==> config.mk <==
export PLATFORM = sky130hd
export DESIGN_NAME = risc_controller
export DESIGN_NICKNAME = d
export VERILOG_FILES = /design/src/rtl/risc_controller.sv
export SDC_FILE = /design/constraint.sdc
export NUM_CORES = 1
export LEC_CHECK = 0
export ABC_AREA = 1
export CORE_AREA = 2 2 39 41
export CTS_CLUSTER_DIAMETER = 100
export DETAILED_ROUTE_END_ITERATION = 6
export DIE_AREA = 0 0 41 43
export HOLD_SLACK_MARGIN = 0.1
export PLACE_DENSITY = 0.69
export SETUP_SLACK_MARGIN = 0.5
export SLEW_MARGIN = 20
export SYNTH_ARGS = -nofsm -noshare
export SYNTH_HDL_FRONTEND = slang
export SYNTH_SLANG_ARGS = --single-unit
==> constraint.sdc <==
create_clock -name clk -period 2.3 [get_ports clk]
set_input_delay 0.69 -clock clk [delete_from_list [all_inputs] [get_ports clk]]
set_output_delay 0.69 -clock clk [all_outputs]
set_load 0.01 [all_outputs]
==> src/rtl/risc_controller.sv <==
// risc_controller: instruction sequencer for the 8-bit RISC CPU.
//
// Steps a fixed 8-phase cycle per instruction and decodes the current phase,
// the instruction opcode and the ALU zero flag into the datapath strobes.
// A HLT instruction freezes the sequencer in OP_ADDR until reset.
//
// Ports:
//   clk     in   rising-edge clock
//   rst_    in   asynchronous active-low reset
//   opcode  in   [2:0] opcode field of the instruction register
//   zero    in   ALU zero flag (accumulator == 0), used only in ALU_OP
//   sel     out  address mux select: 1 = PC, 0 = IR operand address
//   rd      out  memory read
//   ld_ir   out  load instruction register
//   inc_pc  out  increment PC
//   halt    out  CPU halted
//   ld_pc   out  load PC from IR operand
//   data_e  out  drive accumulator onto data bus
//   ld_ac   out  load accumulator from ALU out
//   wr      out  memory write
//   phase   out  [2:0] current phase (debug)
module risc_controller (
  input  logic       clk,
  input  logic       rst_,
  input  logic [2:0] opcode,
  input  logic       zero,
  output logic       sel,
  output logic       rd,
  output logic       ld_ir,
  output logic       inc_pc,
  output logic       halt,
  output logic       ld_pc,
  output logic       data_e,
  output logic       ld_ac,
  output logic       wr,
  output logic [2:0] phase
);

  typedef enum logic [2:0] {
    StInstAddr  = 3'd0,
    StInstFetch = 3'd1,
    StInstLoad  = 3'd2,
    StIdle      = 3'd3,
    StOpAddr    = 3'd4,
    StOpFetch   = 3'd5,
    StAluOp     = 3'd6,
    StStore     = 3'd7
  } phase_e;

  localparam logic [2:0] OpHlt = 3'b000;
  localparam logic [2:0] OpSkz = 3'b001;
  localparam logic [2:0] OpAdd = 3'b010;
  localparam logic [2:0] OpAnd = 3'b011;
  localparam logic [2:0] OpXor = 3'b100;
  localparam logic [2:0] OpLda = 3'b101;
  localparam logic [2:0] OpSto = 3'b110;
  localparam logic [2:0] OpJmp = 3'b111;

  phase_e phase_q, phase_d;
  logic   halted_q, halted_d;

  logic is_hlt, is_skz, is_sto, is_jmp, alu_op;
  logic hlt_now;

  assign is_hlt = (opcode == OpHlt);
  assign is_skz = (opcode == OpSkz);
  assign is_sto = (opcode == OpSto);
  assign is_jmp = (opcode == OpJmp);
  assign alu_op = (opcode == OpAdd) || (opcode == OpAnd) ||
                  (opcode == OpXor) || (opcode == OpLda);

  // HLT is recognised in OP_ADDR; the same edge that sets halted must also
  // hold the phase, otherwise the sequencer would slip into OP_FETCH.
  assign hlt_now = (phase_q == StOpAddr) && is_hlt;

  // State register
  always_ff @(posedge clk or negedge rst_) begin
    if (!rst_) begin
      phase_q  <= StInstAddr;
      halted_q <= 1'b0;
    end else begin
      phase_q  <= phase_d;
      halted_q <= halted_d;
    end
  end

  // Next state
  always_comb begin
    phase_d  = phase_e'(phase_q + 3'd1);
    halted_d = halted_q | hlt_now;
    if (halted_q || hlt_now) begin
      phase_d = StOpAddr;
    end
  end

  // Output decode
  always_comb begin
    sel    = 1'b0;
    rd     = 1'b0;
    ld_ir  = 1'b0;
    inc_pc = 1'b0;
    halt   = 1'b0;
    ld_pc  = 1'b0;
    data_e = 1'b0;
    ld_ac  = 1'b0;
    wr     = 1'b0;

    unique case (phase_q)
      StInstAddr: begin
        sel = 1'b1;
      end
      StInstFetch: begin
        sel = 1'b1;
        rd  = 1'b1;
      end
      StInstLoad, StIdle: begin
        sel   = 1'b1;
        rd    = 1'b1;
        ld_ir = 1'b1;
      end
      StOpAddr: begin
        inc_pc = ~is_hlt;
        halt   = is_hlt;
      end
      StOpFetch: begin
        rd = alu_op;
      end
      StAluOp: begin
        rd     = alu_op;
        inc_pc = is_skz & zero;
        ld_pc  = is_jmp;
        data_e = is_sto;
      end
      StStore: begin
        rd     = alu_op;
        ld_ac  = alu_op;
        inc_pc = is_jmp;
        ld_pc  = is_jmp;
        wr     = is_sto;
        data_e = is_sto;
      end
    endcase

    // Once halted only the halt indication survives, whatever opcode now reads.
    if (halted_q) begin
      sel    = 1'b0;
      rd     = 1'b0;
      ld_ir  = 1'b0;
      inc_pc = 1'b0;
      halt   = 1'b1;
      ld_pc  = 1'b0;
      data_e = 1'b0;
      ld_ac  = 1'b0;
      wr     = 1'b0;
    end
  end

  assign phase = phase_q;

endmodule
Word level (Yosys, flattened, before mapping)
Cells that the tools add are included.

cells by class
  reductions and logical operators = 12
  muxes and demuxes = 19
  equality and inequality tests = 14
  bitwise logic cells = 3
  add/subtract/negate cells = 1

operators with widths
  cell                                                             count
  3-bit == test, second input constant                             8
  1-bit two-way mux                                                16
  3-bit by 2-bit == test with 1-bit output, second input constant  4
  3-bit by 1-bit == test with 1-bit output, second input constant  2
  3-bit logical NOT                                                2
  3-bit OR reduction                                               2
  1-bit logical OR                                                 4
  2-bit OR reduction                                               2
  4-bit OR reduction                                               1
  3-bit by 1-bit adder with 3-bit output, second input constant    1
  3-bit two-way mux                                                1
  1-bit one-hot mux with 3 select lines                            1
  1-bit one-hot mux with 2 select lines                            1
  1-bit AND                                                        1
  1-bit logical AND                                                1
  1-bit NOT                                                        1
  1-bit bitwise OR                                                 1

storage, ports and cells
  bits in registers = 4
  output and inout port bits = 12
  logic and storage cells = 51

Longest topological paths before layout
Gate-level depths: netlist of the first run.

  depth in word-level cells = 6
  depth in mapped cells = 8

Least setup slack after synthesis of the first run
No wires, ideal clock.

  path kind = flip-flop to output port
  start point = register phase_q[0], in the netlist phase[0]
  end point = output ld_ac
  data required time = 1610 ps
  setup slack = 303 ps
  arrival time = 1307 ps
  stages on the path, launching flop included = 5
  cell sequence = dfrtp_1 -> ha_1 -> ha_1 -> inv_1 -> nor4_1

on the way
  cells in the longest elaborated chain, start to end = 3

RTL lines
  what                    RTL line  RTL
  from (decl)             59        phase_e phase_q, phase_d;
  from (signal assigned)  79        phase_q <= StInstAddr;
  from (signal assigned)  82        phase_q <= phase_d;
  3-bit == test           108       unique case (phase_q)
  1-bit two-way mux       108
  1-bit two-way mux       145       if (halted_q) begin
  to (decl)               34        output logic ld_ac,

No other way between the ends.

Final worst setup path of the first run
  start point = register phase_q[1], in the netlist phase[1]
  end point = output rd

on the way
  cells in the longest elaborated chain, start to end = 4
  elaborated cells on any way between the ends = 10
  classes of those cells = eq/ne: 6; mux: 2; reduce/logical: 2

RTL lines
  what                                         RTL line  RTL
  3-bit == test, or another cell as far along  108
  3-bit OR reduction (no source line)          -
  1-bit one-hot mux with 2 select lines (*)    108
  1-bit two-way mux (*)                        145
  to (decl)                                    28        output logic rd,

Every way passes the cells marked *; elsewhere a longest branch is shown, timed or not.

==> results of run 1 <==
-- state kept, by name, summed over array words and instances, names as in the netlist --
register,flops
halted_q,1
phase,3
-- layout by cell type, fill, tap and decap left out, types with 3 or more instances in the layout --
| cell type | instances |
|---|---|
| buf_4 | 13 |
| nand2_1 | 10 |
| buf_2 | 9 |
| inv_2 | 6 |
| nor2_1 | 5 |
| ha_4 | 5 |
| inv_1 | 4 |
| inv_4 | 3 |
| nand2_4 | 3 |
| a21oi_2 | 3 |
| clkbuf_4 | 3 |
| dlygate4sd2_1 | 3 |
| buf_6 | 3 |
| dfrtp_2 | 3 |
-- where the power goes --
group / switching [mW] / internal [mW]
clock: 0.0278 / 0.0650
combinational: 0.0123 / 0.0106
sequential: 0 / 0.0707
total: 0.0401 / 0.146
-- critical path, stage by stage, from the launching register on --
cell and delay (ns):
dfrtp_2 0.44, ha_4 0.19, ha_4 0.16, inv_4 0.05, nand2_4 0.04, nor2_4 0.12
buf_6 0.10, a21oi_2 0.03, buf_2 0.13
-- what timing repair did --
| item | in CTS | in global routing |
|---|---|---|
| endpoints found under the setup margin | 12 | 10 |
| resized for setup | 67 | 14 |
| pin swaps | 9 | 6 |
| setup buffers | 7 | 4 |
-- cell type report --
type / count / area (um2)
Fill cell: 121 / 547
Multi-Input combinational cell: 42 / 408
Timing Repair Buffer: 30 / 223
Sequential cell: 4 / 104
Inverter: 13 / 56.3
Clock buffer: 4 / 26.3
Tap cell: 16 / 20.0
-- worst max path at each step --
stage             end
2_1_floorplan    halt
4_1_cts            rd
3_3_place_gp   inc_pc
3_5_place_dp   inc_pc
5_1_grt            rd
6_report           rd
-- routing by layer --
layer / GRT usage / vias to the layer above / wire length (um)
met5: 0 / - / 0
met4: 0.0600 / 0 / 0
met3: 0.0471 / 0 / 18
met2: 0.225 / 6 / 630
met1: 0.179 / 215 / 439
li1: - / 252 / -
-- cells by family (layout without fill, tap and decap cells) --
group / Yosys count / count (layout) / share of synthesized area
AO/OA/AOI/OAI: 5 / 5 / 0.0719
adder cells (fa/ha/maj): 7 / 7 / 0.219
AND/OR/NAND/NOR: 30 / 30 / 0.338
buffers and inverters: 13 / 47 / 0.122
flip-flops: 4 / 4 / 0.250
-- stage by stage --
| step | hold WS [ns] | TNS (ns) | util | instances | instance area (um2) |
|---|---|---|---|---|---|
| floorplan | 0.394 | 0 | - | 59 | 483 |
| global placement | 0.598 | -3.77 | 0.497 | 94 | 688 |
| detailed placement | 0.603 | -3.90 | 0.497 | 94 | 688 |
| CTS | 0.615 | 0 | 0.549 | 105 | 759 |
| global route | 0.632 | 0 | 0.605 | 109 | 837 |
| finish | 0.601 | 0 | 0.605 | 109 | 837 |
==> results.py, run 1 <==
metrics = {
    "clocking": {
        "cts_tree": "done",
        "cts_num_sinks": 4,
        "cts_root_buf": "clkbuf_4",
        "hold_buffers": 0,
        "clk_path_buf_depth": 2,
        "cts_buffers": 3,
        "path_clk_slew_ns": 0.04,
        "insertion_delay_ns": 0.23,
        "htree_levels": 1,
    },
    "synth": {
        "synth_seq_cells": 4,
        "synthArstFlopShare": 1.00,
        "synth.most_common_cell": "nand2_1",
        "synth_nets": 72,
        "ys.flop_type": "dfrtp_1",
        "syn_area_um2": 400,
        "synth_commonest_cells": "nand2_1, inv_1, nor2_1",
        "synth_seq_area_share": 0.250,
        "synth_area_per_cell_um2": 6.79,
        "synth_cell_types": 13,
        "netlist.area_leader.share": 0.250,
        "netlist_top_cells_area": "dfrtp_1, ha_1, nand2_1",
        "ys_warn_count": 0,
        "yosysTopAreaCell": "dfrtp_1",
        "synth_edf_count": 0,
        "synth_cells": 59,
    },
    "outcome": {
        "status": "completed",
    },
    "floorplan": {
        "core_region_area_mm2": 0.00138,
        "die_h_um": 43,
        "num_rows": 14,
        "dieArea_mm2": 0.00176,
        "ios": 18,
        "start_util": 0.289,
        "fp.dieW_um": 41,
    },
    "global_routing": {
        "first_global_vias": 458,
        "grt_pass1_wl_mm": 1.76,
        "grt_overflow": 0,
        "antenna_found_initial": 0,
        "grt_max_degree": 8,
        "grt_usage": 0.146,
    },
    "drt": {
        "dr_total_vias": 473,
        "drtAntennaViolNets": 0,
        "detail_route.first_pass.iterations": 3,
        "wl_per_cell_um": 9.99,
        "drcViolationCount": 0,
        "drt_iter0_markers": 2,
        "vias_per_cell": 4.34,
        "drt_wl_total_mm": 1.09,
    },
    "placed_design": {
        "place_congestion": 0.818,
        "post-place-ws_ns": -0.614,
        "port_buffers": 17,
        "detailed_place_hpwl_um": 818,
    },
    "layout": {
        "layout.nets": 107,
        "syn_to_final_growth_pct": 109,
        "drive_gt1_frac": 0.688,
        "diodes": 0,
    },
    "timing": {
        "skew_ns": 0.00415,
        "worst_pin_slew_ns": 0.341,
        "fmax_ghz": 0.455,
        "slew_headroom": 0.773,
        "period_needed_ns": 2.20,
        "slew_violations": 0,
        "report.final.hold_viol_count": 0,
        "rsz0062_at_grt": "yes",
        "fin_ws_ns": 0.103,
        "fin_crit_sh": 0.955,
        "finalSetupViolCount": 0,
    },
    "power": {
        "p_leak_nw": 0.397,
        "power_density_mw_per_mm2": 223,
        "total_power_uw": 186,
        "peakVddDrop_mv": 0.338,
    },
    "setup_path": {
        "required_ns": 1.61,
        "crit_arrival_ns": 1.51,
        "reg2reg_depth": 8,
        "crit_fanout": 4,
        "cp-end-kind": "output port",
        "crit_type": "reg -> out",
        "rrSetupSlack_ns": 0.98,
        "startpoint_type": "flop",
        "r2r_end": "phase[2]",
        "crit_path_start": "phase[1]",
        "reg2reg_from": "phase[0]",
    },
    "min_path": {
        "min_to": "phase[0]",
        "holdCritStartpoint": "phase[0]",
        "hold_path_class": "reg -> reg",
        "holdPathStages": 2,
    },
    "run": {
        "maxCapViolations": 0,
    },
}
Note: power is estimated with default switching activity, not from simulation.
==> run 2: changes to the inputs <==
SKIP_LAST_GASP = 1   (was unset)
==> results of run 2 <==
No change in the layout: final DEF, timing and power equal those of run 1.
==> run 3: changes to the inputs <==
CELL_PAD_IN_SITES_DETAIL_PLACEMENT = 2   (was unset)
CELL_PAD_IN_SITES_GLOBAL_PLACEMENT = 2   (was unset)
CORE_AREA = unset   (was 2 2 39 41)
CORE_MARGIN = 1   (was unset)
CORE_UTILIZATION = 30   (was unset)
DIE_AREA = unset   (was 0 0 41 43)
DONT_BUFFER_PORTS = 1   (was unset)
PLACE_DENSITY = 0.82   (was 0.69)
==> results.py, run 3 (synthesis results as in run 1) <==
metrics = {
    "timing": {
        "tns_ns": 0,
        "fin_crit_sh": 0.922,
        "fmax_ghz": 0.472,
        "skew_ns": 0.00684,
        "slew_violations": 0,
        "finalSetupViolCount": 0,
        "slew_headroom": 0.751,
        "period_needed_ns": 2.12,
        "rsz0062_at_grt": "yes",
        "worst_pin_slew_ns": 0.373,
        "report.final.hold_viol_count": 0,
    },
    "layout": {
        "final_cell_mix": "inv_2, nand2_2, nand2_1, nor2_1, ha_4",
        "largest_reg_flops": 3,
        "fin_cells": 77,
        "layout.nets": 77,
        "diodes": 0,
        "utilization": 0.517,
        "drive_gt1_frac": 0.667,
        "syn_to_final_growth_pct": 51.3,
        "fin_area_um2": 606,
    },
    "setup_path": {
        "cpPeakStageDelay_ns": 0.48,
        "crit_type": "reg -> out",
        "cp_cell_sequence": "inv_4, ha_4, nand2_2, nor2_1, nand2_1, nand3_1, nand2_1, inv_2",
        "crit_path_frequent_cell": "nand2_1",
        "crit_buf_inv": 2,
        "crit_fanout": 5,
        "crit_family": "flip-flops",
        "startpoint_type": "flop",
        "critPathSlowestCell": "dfrtp_2",
        "crit_arrival_ns": 1.43,
        "required_ns": 1.61,
        "cp-end-kind": "output port",
    },
    "power": {
        "total_power_uw": 177,
        "internal_power_uw": 139,
        "peakVddDrop_mv": 0.268,
        "power_density_mw_per_mm2": 292,
        "p_leak_nw": 0.234,
        "switching_power_uw": 37.9,
        "power_frac_clock": 0.541,
        "pwr-share-comb": 0.059,
        "p_sw_frac": 0.215,
        "seqPwrFrac": 0.400,
    },
    "placed_design": {
        "place_inst": 73,
        "detailed_place_hpwl_um": 859,
        "placed_area_um2": 500,
        "place_congestion": 0.620,
        "port_buffers": 0,
    },
    "clocking": {
        "postCtsSetupRepairBufs": 0,
        "insertion_delay_ns": 0.23,
        "htree_levels": 1,
        "cts_buffers": 3,
        "cts_num_sinks": 4,
        "clk_path_buf_depth": 2,
        "path_clk_slew_ns": 0.04,
        "cts_root_buf": "clkbuf_4",
        "cts_tree": "done",
    },
    "global_routing": {
        "antenna_found_initial": 0,
        "grt_usage": 0.184,
        "grt_max_degree": 9,
        "grt_pass1_wl_mm": 1.81,
        "first_global_vias": 393,
        "grt_overflow": 0,
    },
    "floorplan": {
        "start_util": 0.342,
        "fp.dieW_um": 38.5,
        "num_rows": 12,
        "core_region_area_mm2": 0.00117,
        "ios": 18,
        "dieArea_mm2": 0.00148,
        "die_h_um": 38.5,
    },
    "drt": {
        "drcViolationCount": 0,
        "drtAntennaViolNets": 0,
        "vias_per_cell": 5.04,
        "drt_iter0_markers": 4,
        "dr_total_vias": 388,
        "wl_per_cell_um": 15.4,
        "drt_wl_total_mm": 1.18,
        "detail_route.first_pass.iterations": 2,
    },
    "min_path": {
        "hold_path_class": "in -> async",
    },
    "outcome": {
        "status": "completed",
    },
    "run": {
        "maxCapViolations": 0,
    },
}
[run 3: cell types whose count changed in the layout (fill, tap and decap cells not counted), moves of 3 or more]
cell           previous run  this run
dlygate4sd2_1             3         0
nand2_1                  10         7
buf_4                    13         0
nand2_4                   3         0
buf_6                     3         0
buf_2                     9         0
nand2_2                   1         7
[run 3: what timing repair did]
action                     in CTS  in global routing
setup endpoints to repair       9                  9
hold buffers                    0                  0
resized for setup              14                  8
pin swaps                       6                  4
[run 3: per-stage QoR]
step | setup WS, ns | hold WS [ns]
2_1_floorplan | 0.468 | 0.394
3_3_place_gp | 0.404 | 0.394
3_5_place_dp | 0.382 | 0.394
4_1_cts | 0.180 | 0.141
5_1_grt | 0.127 | 0.140
6_report | 0.179 | 0.148
[run 3: power groups by stage]
stage / clock [mW] / combinational [mW] / sequential [mW]
after floorplan: 0 / 0.00780 / 0.0716
after global placement: 0 / 0.00895 / 0.0716
after detailed placement: 0 / 0.00908 / 0.0716
after CTS: 0.0988 / 0.0101 / 0.0707
after global routing: 0.100 / 0.0112 / 0.0706
final: 0.0956 / 0.0105 / 0.0707
[run 3: cell type report]
cell class              instances  area [um2]
clock buffers                   4        26.3
fillers                       134         566
inverters                      13        53.8
multi-input cells              42         404
flip-flops and latches          4         104
well taps                      14        17.5
[run 3: final timing paths]
check | start | slack, ns | to | cells after the start
worst max-delay path | phase[0] | 0.18 | inc_pc | 8
worst min-delay path | rst_ | 0.15 | phase[0] | 0
worst max register to register | phase[0] | 1.04 | phase[0] | 5
worst min register to register | phase[0] | 0.61 | phase[0] | 1
max in group asynchronous | rst_ | 2.07 | phase[1] | 0
min in group clk | phase[0] | 0.61 | phase[0] | 1
[run 3: layer usage]
metal	vias to the layer above	part of all wire	GRT usage	routed length [um]
li1	189	-	-	-
met1	191	0.40	0.218	478
met2	8	0.58	0.317	682
met3	0	0.019	0.0349	23
met4	0	0	0.0776	0
met5	-	0	0	0
